### src/rtl/dmem_arbiter.sv
// Two-port arbiter and access sequencer in front of the single-port data memory.
// Define DMEM_ARB_RR_EN for round-robin arbitration; otherwise fixed priority with starvation relief.
module dmem_arbiter #(
    parameter int DEPTH    = 1024,
    parameter int MAX_WAIT = 8
) (
    input  logic        clk,
    input  logic        rst,
    input  logic        p0_req,
    input  logic        p0_we,
    input  logic [31:0] p0_addr,
    input  logic [31:0] p0_wdata,
    input  logic        p1_req,
    input  logic        p1_we,
    input  logic [31:0] p1_addr,
    input  logic [31:0] p1_wdata,
    output logic        p0_gnt,
    output logic        p1_gnt,
    output logic        p0_rvalid,
    output logic        p1_rvalid,
    output logic [31:0] p0_rdata,
    output logic [31:0] p1_rdata,
    output logic        p0_err,
    output logic        p1_err,
    output logic        mem_we,
    output logic [31:0] mem_a,
    output logic [31:0] mem_wd,
    input  logic [31:0] mem_rd
);

    logic        w_p0_in;
    logic        w_p1_in;
    logic        w_p1_wins;
    logic        r_p0_rvalid, r_p1_rvalid;
    logic        r_p0_err, r_p1_err;
    logic [31:0] r_p0_rdata, r_p1_rdata;

    assign w_p0_in = (p0_addr < 32'(DEPTH));
    assign w_p1_in = (p1_addr < 32'(DEPTH));

`ifdef DMEM_ARB_RR_EN
    // r_last: 0 = port 0 accepted most recently, 1 = port 1.
    logic r_last;

    assign w_p1_wins = !r_last;

    always_ff @(posedge clk) begin
        // NOTE: sequential state uses non-blocking assignments so every flop samples pre-edge values.
        if (rst) begin
            r_last <= 1'b1;
        end else if (p0_gnt) begin
            r_last <= 1'b0;
        end else if (p1_gnt) begin
            r_last <= 1'b1;
        end
    end
`else
    localparam int              WAIT_W   = $clog2(MAX_WAIT + 1);
    localparam logic [WAIT_W-1:0] WAIT_SAT = WAIT_W'(MAX_WAIT);

    logic [WAIT_W-1:0] r_wait1;

    assign w_p1_wins = (r_wait1 == WAIT_SAT);

    always_ff @(posedge clk) begin
        // NOTE: sequential state uses non-blocking assignments so every flop samples pre-edge values.
        if (rst || !p1_req || p1_gnt) begin
            r_wait1 <= '0;
        end else if (r_wait1 != WAIT_SAT) begin
            r_wait1 <= r_wait1 + 1'b1;
        end
    end
`endif

    always_comb begin
        // NOTE: every output gets a default first so no path leaves it unassigned (no latch).
        p0_gnt = 1'b0;
        p1_gnt = 1'b0;
        if (!rst) begin
            p1_gnt = p1_req & (!p0_req | w_p1_wins);
            p0_gnt = p0_req & !p1_gnt;
        end
    end

    always_comb begin
        mem_we = 1'b0;
        mem_a  = '0;
        mem_wd = '0;
        if (p0_gnt) begin
            mem_we = p0_we & w_p0_in;
            mem_a  = p0_addr;
            mem_wd = p0_wdata;
        end else if (p1_gnt) begin
            mem_we = p1_we & w_p1_in;
            mem_a  = p1_addr;
            mem_wd = p1_wdata;
        end
    end

    // Responses are rebuilt every cycle, so an idle port drops back to all-zero.
    always_ff @(posedge clk) begin
        if (rst) begin
            r_p0_rvalid <= 1'b0;
            r_p0_err    <= 1'b0;
            r_p0_rdata  <= '0;
            r_p1_rvalid <= 1'b0;
            r_p1_err    <= 1'b0;
            r_p1_rdata  <= '0;
        end else begin
            r_p0_rvalid <= p0_gnt;
            r_p0_err    <= p0_gnt & !w_p0_in;
            r_p0_rdata  <= (p0_gnt && !p0_we && w_p0_in) ? mem_rd : 32'h0;
            r_p1_rvalid <= p1_gnt;
            r_p1_err    <= p1_gnt & !w_p1_in;
            r_p1_rdata  <= (p1_gnt && !p1_we && w_p1_in) ? mem_rd : 32'h0;
        end
    end

    assign p0_rvalid = r_p0_rvalid;
    assign p0_err    = r_p0_err;
    assign p0_rdata  = r_p0_rdata;
    assign p1_rvalid = r_p1_rvalid;
    assign p1_err    = r_p1_err;
    assign p1_rdata  = r_p1_rdata;

endmodule
### config.mk
export PLATFORM = sky130hd
export DESIGN_NAME = dmem_arbiter
export DESIGN_NICKNAME = d
export VERILOG_FILES = /design/src/rtl/dmem_arbiter.sv
export SDC_FILE = /design/constraint.sdc
export NUM_CORES = 1
export LEC_CHECK = 0
export ABC_CLOCK_PERIOD_IN_PS = 7400
export CORE_AREA = 3 3 117 119
export DETAILED_ROUTE_END_ITERATION = 8
export DIE_AREA = 0 0 120 122
export PLACE_DENSITY = 0.74
export SYNTH_ARGS = -nofsm -noshare
export SYNTH_HDL_FRONTEND = slang
export SYNTH_SLANG_ARGS = --single-unit
### constraint.sdc
create_clock -name clk -period 7.4 [get_ports clk]
set_input_delay 2.22 -clock clk [delete_from_list [all_inputs] [get_ports clk]]
set_output_delay 2.22 -clock clk [all_outputs]
set_load 0.03 [all_outputs]
; Yosys cells after proc, flatten, opt, wreduce, memory -nomap -nowiden
; Cells that the tools add are included.
[word_totals]
ff_bits = 72
in_bits = 166
wordCells = 44
[classes]
mux = 8
magnitude_cmp = 2
reduce_logical = 15
addsub = 1
eq_ne = 2
bitwise = 9
[op_table]
columns = cell, n
row1 = $mux 32, 4
row2 = $lt 32x11->1 const B, 2
row3 = $logic_not 1->1, 7
row4 = $and 1x1->1, 6
row5 = $add 4x1->4 const B, 1
row6 = $eq 4x4->1 const B, 1
row7 = $logic_and 1x1->1, 4
row8 = $mux 1, 4
row9 = $ne 4x4->1 const B, 1
row10 = $reduce_or 2->1, 2
row11 = $logic_or 1x1->1, 2
row12 = $not 1->1, 2
row13 = $or 1x1->1, 1

; Longest topological paths before layout
; Gate-level depths: netlist of the first run.
[logic_depth]
word_depth = 10
depth_mapped = 8

; Worst setup path before layout of the first run
; OpenSTA, ideal clock, no wires.
[synth_timing]
path_type = in2out
startpoint = in p1_addr[25]
endpoint = out mem_we
required_time_ns = 5.180
setup_slack_ns = 1.544
path_stages = 4
arrival_time_ns = 3.636
path_cell_list = or4_4 nor4_4 buf_6 a32o_1
[synth_via]
elab_chain_len = 4
[synth_lines]
columns = item, line
row1 = from (decl), 15  ; input logic [31:0] p1_addr,
row2 = $lt 32x11->1, 39  ; assign w_p1_in = (p1_addr < 32'(DEPTH));
row3 = $and 1x1->1, 94  ; mem_we = p1_we & w_p1_in;
row4 = $mux 1, 93  ; end else if (p1_gnt) begin
row5 = $mux 1, 89  ; if (p0_gnt) begin
row6 = to (decl), 25  ; output logic mem_we,
; Every way passes these cells.

; Worst setup path after layout of the first run
[layout_timing]
startpoint = in p1_req
endpoint = out mem_a[16]
[layout_via]
elab_chain_len = 5
elab_cells_between_ends = 7
[layout_lines]
columns = item, line
row1 = from (decl), 13  ; input logic p1_req,
row2 = $and 1x1->1 *, 80  ; p1_gnt = p1_req & (!p0_req | w_p1_wins);
row3 = $logic_not 1->1, 81  ; p0_gnt = p0_req & !p1_gnt;
row4 = $and 1x1->1, 81
row5 = $mux 1, 79  ; if (!rst) begin
row6 = $mux 32 *, 89
row7 = to (decl), 26  ; output logic [31:0] mem_a,
; Every way passes the cells marked *; elsewhere a longest branch is shown, timed or not.

==> summary.txt, run 1 <==
Place
  • Port-buffer cells: 300
  • RePlAce Congestion: 0.8820
  • Inst Count DP: around 720
  • Hpwl dp: roughly 11,000 um
  • Placed cell areas: between 6000 and 7000 um2

Worst setup path
  • Type of origin of the critical path: input port
  • Req. time, crit path: approximately 5.2 ns
  • Endpoint class of the critical path: output pin
  • Worst Path Max Fanout: between 60 and 70
  • Worst Setup Path Type: in -> out
  • CP arrival: between 4 and 5 ns

Final layout
  • P&R area growth vs syn: 118.7%
  • Cell area after layout: roughly 6400 um2
  • Storage cell area: between 1000 and 1500 um2
  • Fillers: around 1,100
  • Multi-input gate area: ~1400 um2
  • # nets final: 728
  • Final Non-Filler Cells: 739
  • Layout cells sized above 1: 6.018%

Clock tree
  • Clock Pin Slew Worst Setup and Hold Paths: about 0.060 ns
  • Total clock sinks: between 70 and 80
  • CTS resizes: 0
  • Cts hold-fix bufs: 0
  • CTS root buffer: clkbuf_16
  • Post-CTS Setup Repair Bufs: 0
  • CTS Buf Count: 9
  • H-Tree Level Count: 3
  • Clk_lat worst skew: 0.33 ns
  • Bufs on Longest Clock Path: 2
  • CTS tree: built

Yosys
  • Largest family of logic cells by synthesized area: simple AND/OR/NAND/NOR gates
  • Post-Synth Adder-Cell Area: less than 1%
  • Synth Area in Compound Gates: between 20% and 30%
  • Most common cell in the netlist: dfxtp_1
  • Post-Synth Simple-Gate Area: 24.53%
  • Syn_nets: 436
  • Dominant synthesized flop cell: dfxtp_1
  • Post-synthesis mux area share: 0%
  • Synth top area cells: dfxtp_1 (49%), a22o_1 (19%), and4b_1 (9.5%), and2_1 (6.8%), clkbuf_1 (2.0%)
  • Yosys warning count: 0
  • Register bit total from synthesis: 72
  • Post-Synth XOR/XNOR Area: 0.5963%
  • Yosys top cell by area: dfxtp_1
  • List of most frequent post-synthesis cells: dfxtp_1 (72), a22o_1 (63), and2_1 (32)
  • Seq/Total Area, Yosys: 49.06%
  • Syn Area/Cell: around 11 um2
  • Number of synthesized flops with an enable pin: 0
  • Area fraction of the dominant cell type after synthesis: roughly half
  • Syn Inst Count: around 270
  • Unique masters post-synth: 29
  • Async SR Flop Fraction: 0%
  • Cell Area, Synth: 2938 um2

Global route
  • Antenna violations before repair: 2
  • Largest net degree at the start of global routing: 67
  • First-pass GRT wire length: 20,420 um
  • Vias in the first global route: between 3,000 and 4,000
  • Grt ovf: 0
  • Total GRT Usage: 18.12%

Die
  • Number of I/O pins: about 300
  • Die Ht: around 120 um
  • Initial core utilization: between 20% and 30%
  • Site Rows: 41
  • Die footprint: ~15,000 um2
  • Die width: 120 um
  • Core area: around 13,000 um2

Route
  • ANT nets after route: 0
  • Routed len/inst: 19.06 um
  • Iteration-0 DRC Markers: 219
  • First-pass DRT Iterations: 4
  • Via count: approximately 3,400
  • Vias/cell: roughly 4.6
  • Routed WL: 14,090 um
  • DR DRC count: 0

Timing
  • Fmax: around 150 MHz
  • Setup violators final: 0
  • Final Max Slew Viols: 0
  • RSZ-0062 raised after global routing: no
  • Hold_ws: roughly 0.47 ns
  • Part of the cycle the worst path needs: just under 90%
  • Min Tclk post-route: ~6.6 ns
  • Max_slew headroom: between 60% and 70%
  • Worst-case clock skew: approximately 0.012 ns
  • Fin. Hold Viols: 0
  • Actual slew at the worst max-slew pin: between 0.4 and 0.5 ns
  • Post-route setup TNS: 0 ns

Pwr
  • LEAKAGE: 0.002485 uW
  • PwrDens: 159.4 nW/um2
  • Tot Pwr: roughly 1000 uW
  • Max IR drop VDD: between 90 and 100 uV

Min path
  • Hold WC Path Type: reg -> reg

Status
  • Status: finished, final reports clean

Run
  • MaxCap Viol Count: 0
## per-stage QoR
step | util [%] | setup slack [ns]
2_1_floorplan | - | 1.544
4_1_cts | 50.66 | 0.8172
3_3_place_gp | 48.43 | 0.8559
6_report | 50.70 | 0.7899
3_5_place_dp | 48.43 | 0.8234
5_1_grt | 50.70 | 0.6869
## logic make-up (layout without fill, tap and decap cells)
family                   after synthesis  count (layout)
AO/OA/AOI/OAI                         67              67
buffers and inverters                 31             328
XOR/XNOR                               2               2
other                                  0               2
AND/OR/NAND/NOR                       94              94
adder cells (fa/ha/maj)                2               2
flip-flops                            72              72
## final timing paths
kind,startpoint,endpoint,slack [ns],cells past startpoint
min,r_wait1[0],r_wait1[0],0.47,1
max,p1_req,mem_a[16],0.79,6
min reg2reg,r_wait1[0],r_wait1[0],0.47,1
max reg2reg,r_wait1[0],p0_rdata[19],5.58,8
## placed cells by master (no fill, tap or decap), types with 2 or more instances in the layout
master | netlist | final
dfxtp_1 | 72 | 72
and4b_2 | 4 | 4
buf_12 | 0 | 3
nor2_1 | 7 | 7
nor4_1 | 9 | 9
clkbuf_16 | 0 | 9
a22o_1 | 63 | 63
and2_1 | 32 | 32
nand4_1 | 2 | 2
nor4_4 | 1 | 2
and4b_1 | 28 | 28
clkinv_4 | 0 | 2
inv_1 | 5 | 4
ha_1 | 2 | 2
buf_4 | 0 | 5
clkdlybuf4s50_1 | 0 | 299
nand3_1 | 2 | 2
nand3b_1 | 2 | 2
clkinv_2 | 0 | 2
diode_2 | 0 | 2
nor2b_1 | 2 | 2
## power breakdown
part           switching, uW  internal [uW]
registers              0.575            389
logic                    101            135
clock network            162            237
## worst max-delay path, cell delays in order
cell	delay, ns
clkdlybuf4s50_1	0.47
nor2b_1	0.21
a21boi_4	0.24
buf_12	0.28
a22o_1	0.23
clkdlybuf4s50_1	0.69
## layout make-up
cell class                 count  area share (%)
tap                          172           3.350
clock inverter                 6          0.6817
multi-input combinational    165           21.33
clock buffer                  10           3.720
sequential                    72           22.44
inverter                       5          0.2922
antenna                        2         0.07791
timing repair buffer         307           48.11
## sequential cells by signal, indices dropped and copies added (netlist names)
name / flops
r_wait1: 4
p1_rvalid: 1
p1_rdata: 32
p0_rvalid: 1
p1_err: 1
p0_err: 1
p0_rdata: 32
## per-layer routing
| metal | track usage [%] | wire [um] | vias to the layer above |
|---|---|---|---|
| met2 | 33.37 | 7381 | 202 |
| met4 | 4.653 | 269 | 0 |
| met5 | 0 | 0 | - |
| li1 | - | - | 1605 |
| met3 | 6.685 | 1395 | 18 |
| met1 | 19.63 | 5042 | 1574 |
No activity file was read; power rests on OpenSTA's default activity.
==> run 2: changes to the inputs <==
- CORE_AREA: 3 3 117 119 -> 2 2 116 118
- DIE_AREA: 0 0 120 122 -> 0 0 118 120
==> summary.txt, run 2 (synthesis results as in run 1) <==
Timing
  • Actual slew at the worst max-slew pin: 0.4364 ns (-0.02570 ns)
  • Fin. Hold Viols: 0 (unchanged)
  • Final Max Slew Viols: 0 (unchanged)
  • Post-route setup TNS: 0 ns (unchanged)
  • Min Tclk post-route: 6.656 ns (+0.04551 ns)
  • Part of the cycle the worst path needs: 89.94% (+0.61 points)
  • Worst-case clock skew: 0.005811 ns (-0.005938 ns)
  • Hold_ws: 0.4691 ns (-0.002219 ns)
  • RSZ-0062 raised after global routing: no
  • Fmax: 150.2 MHz (-0.68%)
  • Max_slew headroom: 70.64% (+1.7 points)
  • Setup violators final: 0 (unchanged)
  • Final WS setup: 0.7443 ns (-0.04551 ns)

Route
  • First-pass DRT Iterations: 4 (unchanged)
  • Iteration-0 DRC Markers: 249 (+14%)
  • Routed len/inst: 18.84 um (-1.2%)
  • DR DRC count: 0 (unchanged)
  • Routed WL: 13,960 um (-0.89%)
  • ANT nets after route: 0 (unchanged)
  • Via count: 3,385 (-0.41%)
  • Vias/cell: 4.568 (-0.68%)

Die
  • Die footprint: 14,160 um2 (-3.3%)
  • Die Ht: 120 um (-1.6%)
  • Number of I/O pins: 301 (unchanged)
  • Core area: 12,980 um2 (+2.4%)
  • Die width: 118 um (-1.7%)
  • Site Rows: 42 (+2.4%)
  • Initial core utilization: 22.63% (-0.55 points)

Global route
  • Total GRT Usage: 18.81% (+0.69 points)
  • Antenna violations before repair: 2 (unchanged)
  • Grt ovf: 0 (unchanged)
  • Vias in the first global route: 3,506 (-3.0%)
  • First-pass GRT wire length: 20,390 um (-0.14%)
  • Largest net degree at the start of global routing: 69 (+3.0%)

Worst setup path
  • Worst R2R End: p0_rdata[31]
  • CP arrival: 4.44 ns (+0.05 ns)
  • Worst Path Max Fanout: 68 (+3.0%)
  • R2r startpoint: r_wait1[0]
  • Crit path capture: mem_wd[21]
  • R2R depth: 7 (-1)
  • Worst setup path start: p1_req
  • Reg2Reg Setup Slack: 5.35 ns (-0.23 ns)
  • Req. time, crit path: 5.18 ns (about the same)
  • Endpoint class of the critical path: output pin
  • Type of origin of the critical path: input port
  • Worst Setup Path Type: in -> out

Clock tree
  • CTS root buffer: clkbuf_16
  • Post-CTS Setup Repair Bufs: 0 (unchanged)
  • CTS Buf Count: 9 (unchanged)
  • Clk_lat worst skew: 0.32 ns (about the same)
  • CTS tree: built
  • Clock Pin Slew Worst Setup and Hold Paths: 0.05 ns (about the same)
  • H-Tree Level Count: 3 (unchanged)
  • Total clock sinks: 72 (unchanged)
  • Bufs on Longest Clock Path: 2 (unchanged)
  • CTS resizes: 0 (unchanged)
  • Cts hold-fix bufs: 0 (unchanged)

Final layout
  • Commonest non-fill, non-tap cell in the layout: clkdlybuf4s50_1
  • # nets final: 727 (-0.14%)
  • Cell area after layout: 6427 um2 (about the same)
  • Fillers: 1,189 (+5.9%)
  • P&R area growth vs syn: 118.8% (about the same)
  • Commonest cells after routing, fill and taps aside: clkdlybuf4s50_1 (299), dfxtp_1 (72), a22o_1 (63), and2_1 (32), and4b_1 (28)
  • Layout cells sized above 1: 5.329% (-0.69 points)

Pwr
  • Net Sw Frac: 24.32% (-1.4 points)
  • Sequential share of power: 37.3% (-0.7 points)
  • LEAKAGE: 0.002480 uW (-0.19%)
  • Combinational share of power: 22.6% (-0.4 points)
  • Internal Power: 791.6 uW (+4.1%)
  • Clock power share: 40.1% (+1.2 points)
  • PwrDens: 162.8 nW/um2 (+2.1%)
  • Net Switching: 254.4 uW (-3.3%)
  • Max IR drop VDD: 99.51 uV (+10%)

Status
  • Status: finished, final reports clean

Place
  • Hpwl dp: 11,080 um (-1.6%)
  • Port-buffer cells: 300 (unchanged)
  • Dpl ws: 0.7647 ns (-0.05863 ns)
  • Placed cell areas: 6133 um2 (about the same)
  • RePlAce Congestion: 0.8759 (-0.69%)

Min path
  • Hold WC Path Type: reg -> reg

Run
  • MaxCap Viol Count: 0 (unchanged)
==> run 2: cell types whose count changed in the layout (fill, tap and decap cells not counted), sizes merged <==
| cell | change |
|---|---|
| bufinv | +1 |
| inv | -1 |
| clkinv | -3 |
| buf | -1 |
| clkbuf | +2 |
==> run 2: area by class of cell <==
class                           count  area, um2  area share, %
Multi-Input combinational cell    165       1370          21.32
Sequential cell                    72       1441          22.43
Clock inverter                      3      42.54         0.6619
Tap cell                          176      220.2          3.426
Clock buffer                       12      246.5          3.835
Inverter                            5      18.77         0.2920
Timing Repair Buffer              306       3083          47.97
Antenna cell                        2      5.005        0.07787
==> run 2: how the worst min path moves through the flow <==
| stage | start | end | slack, ns | cells after the start |
|---|---|---|---|---|
| floorplan | r_wait1[0] | r_wait1[0] | 0.43 | 1 |
| CTS | r_wait1[0] | r_wait1[0] | 0.47 | 1 |
| global placement | r_wait1[0] | r_wait1[0] | 0.44 | 1 |
| global route | r_wait1[0] | r_wait1[0] | 0.49 | 1 |
| detailed placement | r_wait1[0] | r_wait1[0] | 0.46 | 1 |
| finish | r_wait1[0] | r_wait1[0] | 0.47 | 1 |
==> run 2: stage by stage <==
step	cells	power [uW]	util (%)
after detailed placement	724	633.4	47.25
final	741	1046	49.52
after CTS	739	1053	49.48
after floorplan	268	482.2	-
after global placement	724	632.5	47.25
after global routing	741	1084	49.52
==> run 2: critical path: stages <==
cell and delay [ns]:
clkdlybuf4s50_1 0.50, nor2b_1 0.23, a21boi_4 0.25, buf_12 0.29
a22o_1 0.23, clkdlybuf4s50_1 0.70
==> run 2: routing by layer <==
layer	global-route usage, %	vias up	part of all wire (%)
met1	20.73	1567	38
met3	7.082	16	9.8
met5	0	-	0
li1	-	1599	-
met2	33.54	203	50
met4	5.798	0	2.2
==> run 2: power groups by stage <==
| stage | clock [uW] | sequential, uW | combinational, uW |
|---|---|---|---|
| after floorplan | 0 | 400 | 82.2 |
| after global placement | 0 | 398 | 235 |
| after detailed placement | 0 | 398 | 235 |
| after CTS | 426 | 390 | 237 |
| after global routing | 447 | 390 | 247 |
| final | 420 | 390 | 237 |
==> run 3: changes to the inputs <==
- HOLD_SLACK_MARGIN: not set -> 0.03
==> results of run 3 <==
Final layout, timing and power as in run 2 (identical DEF).
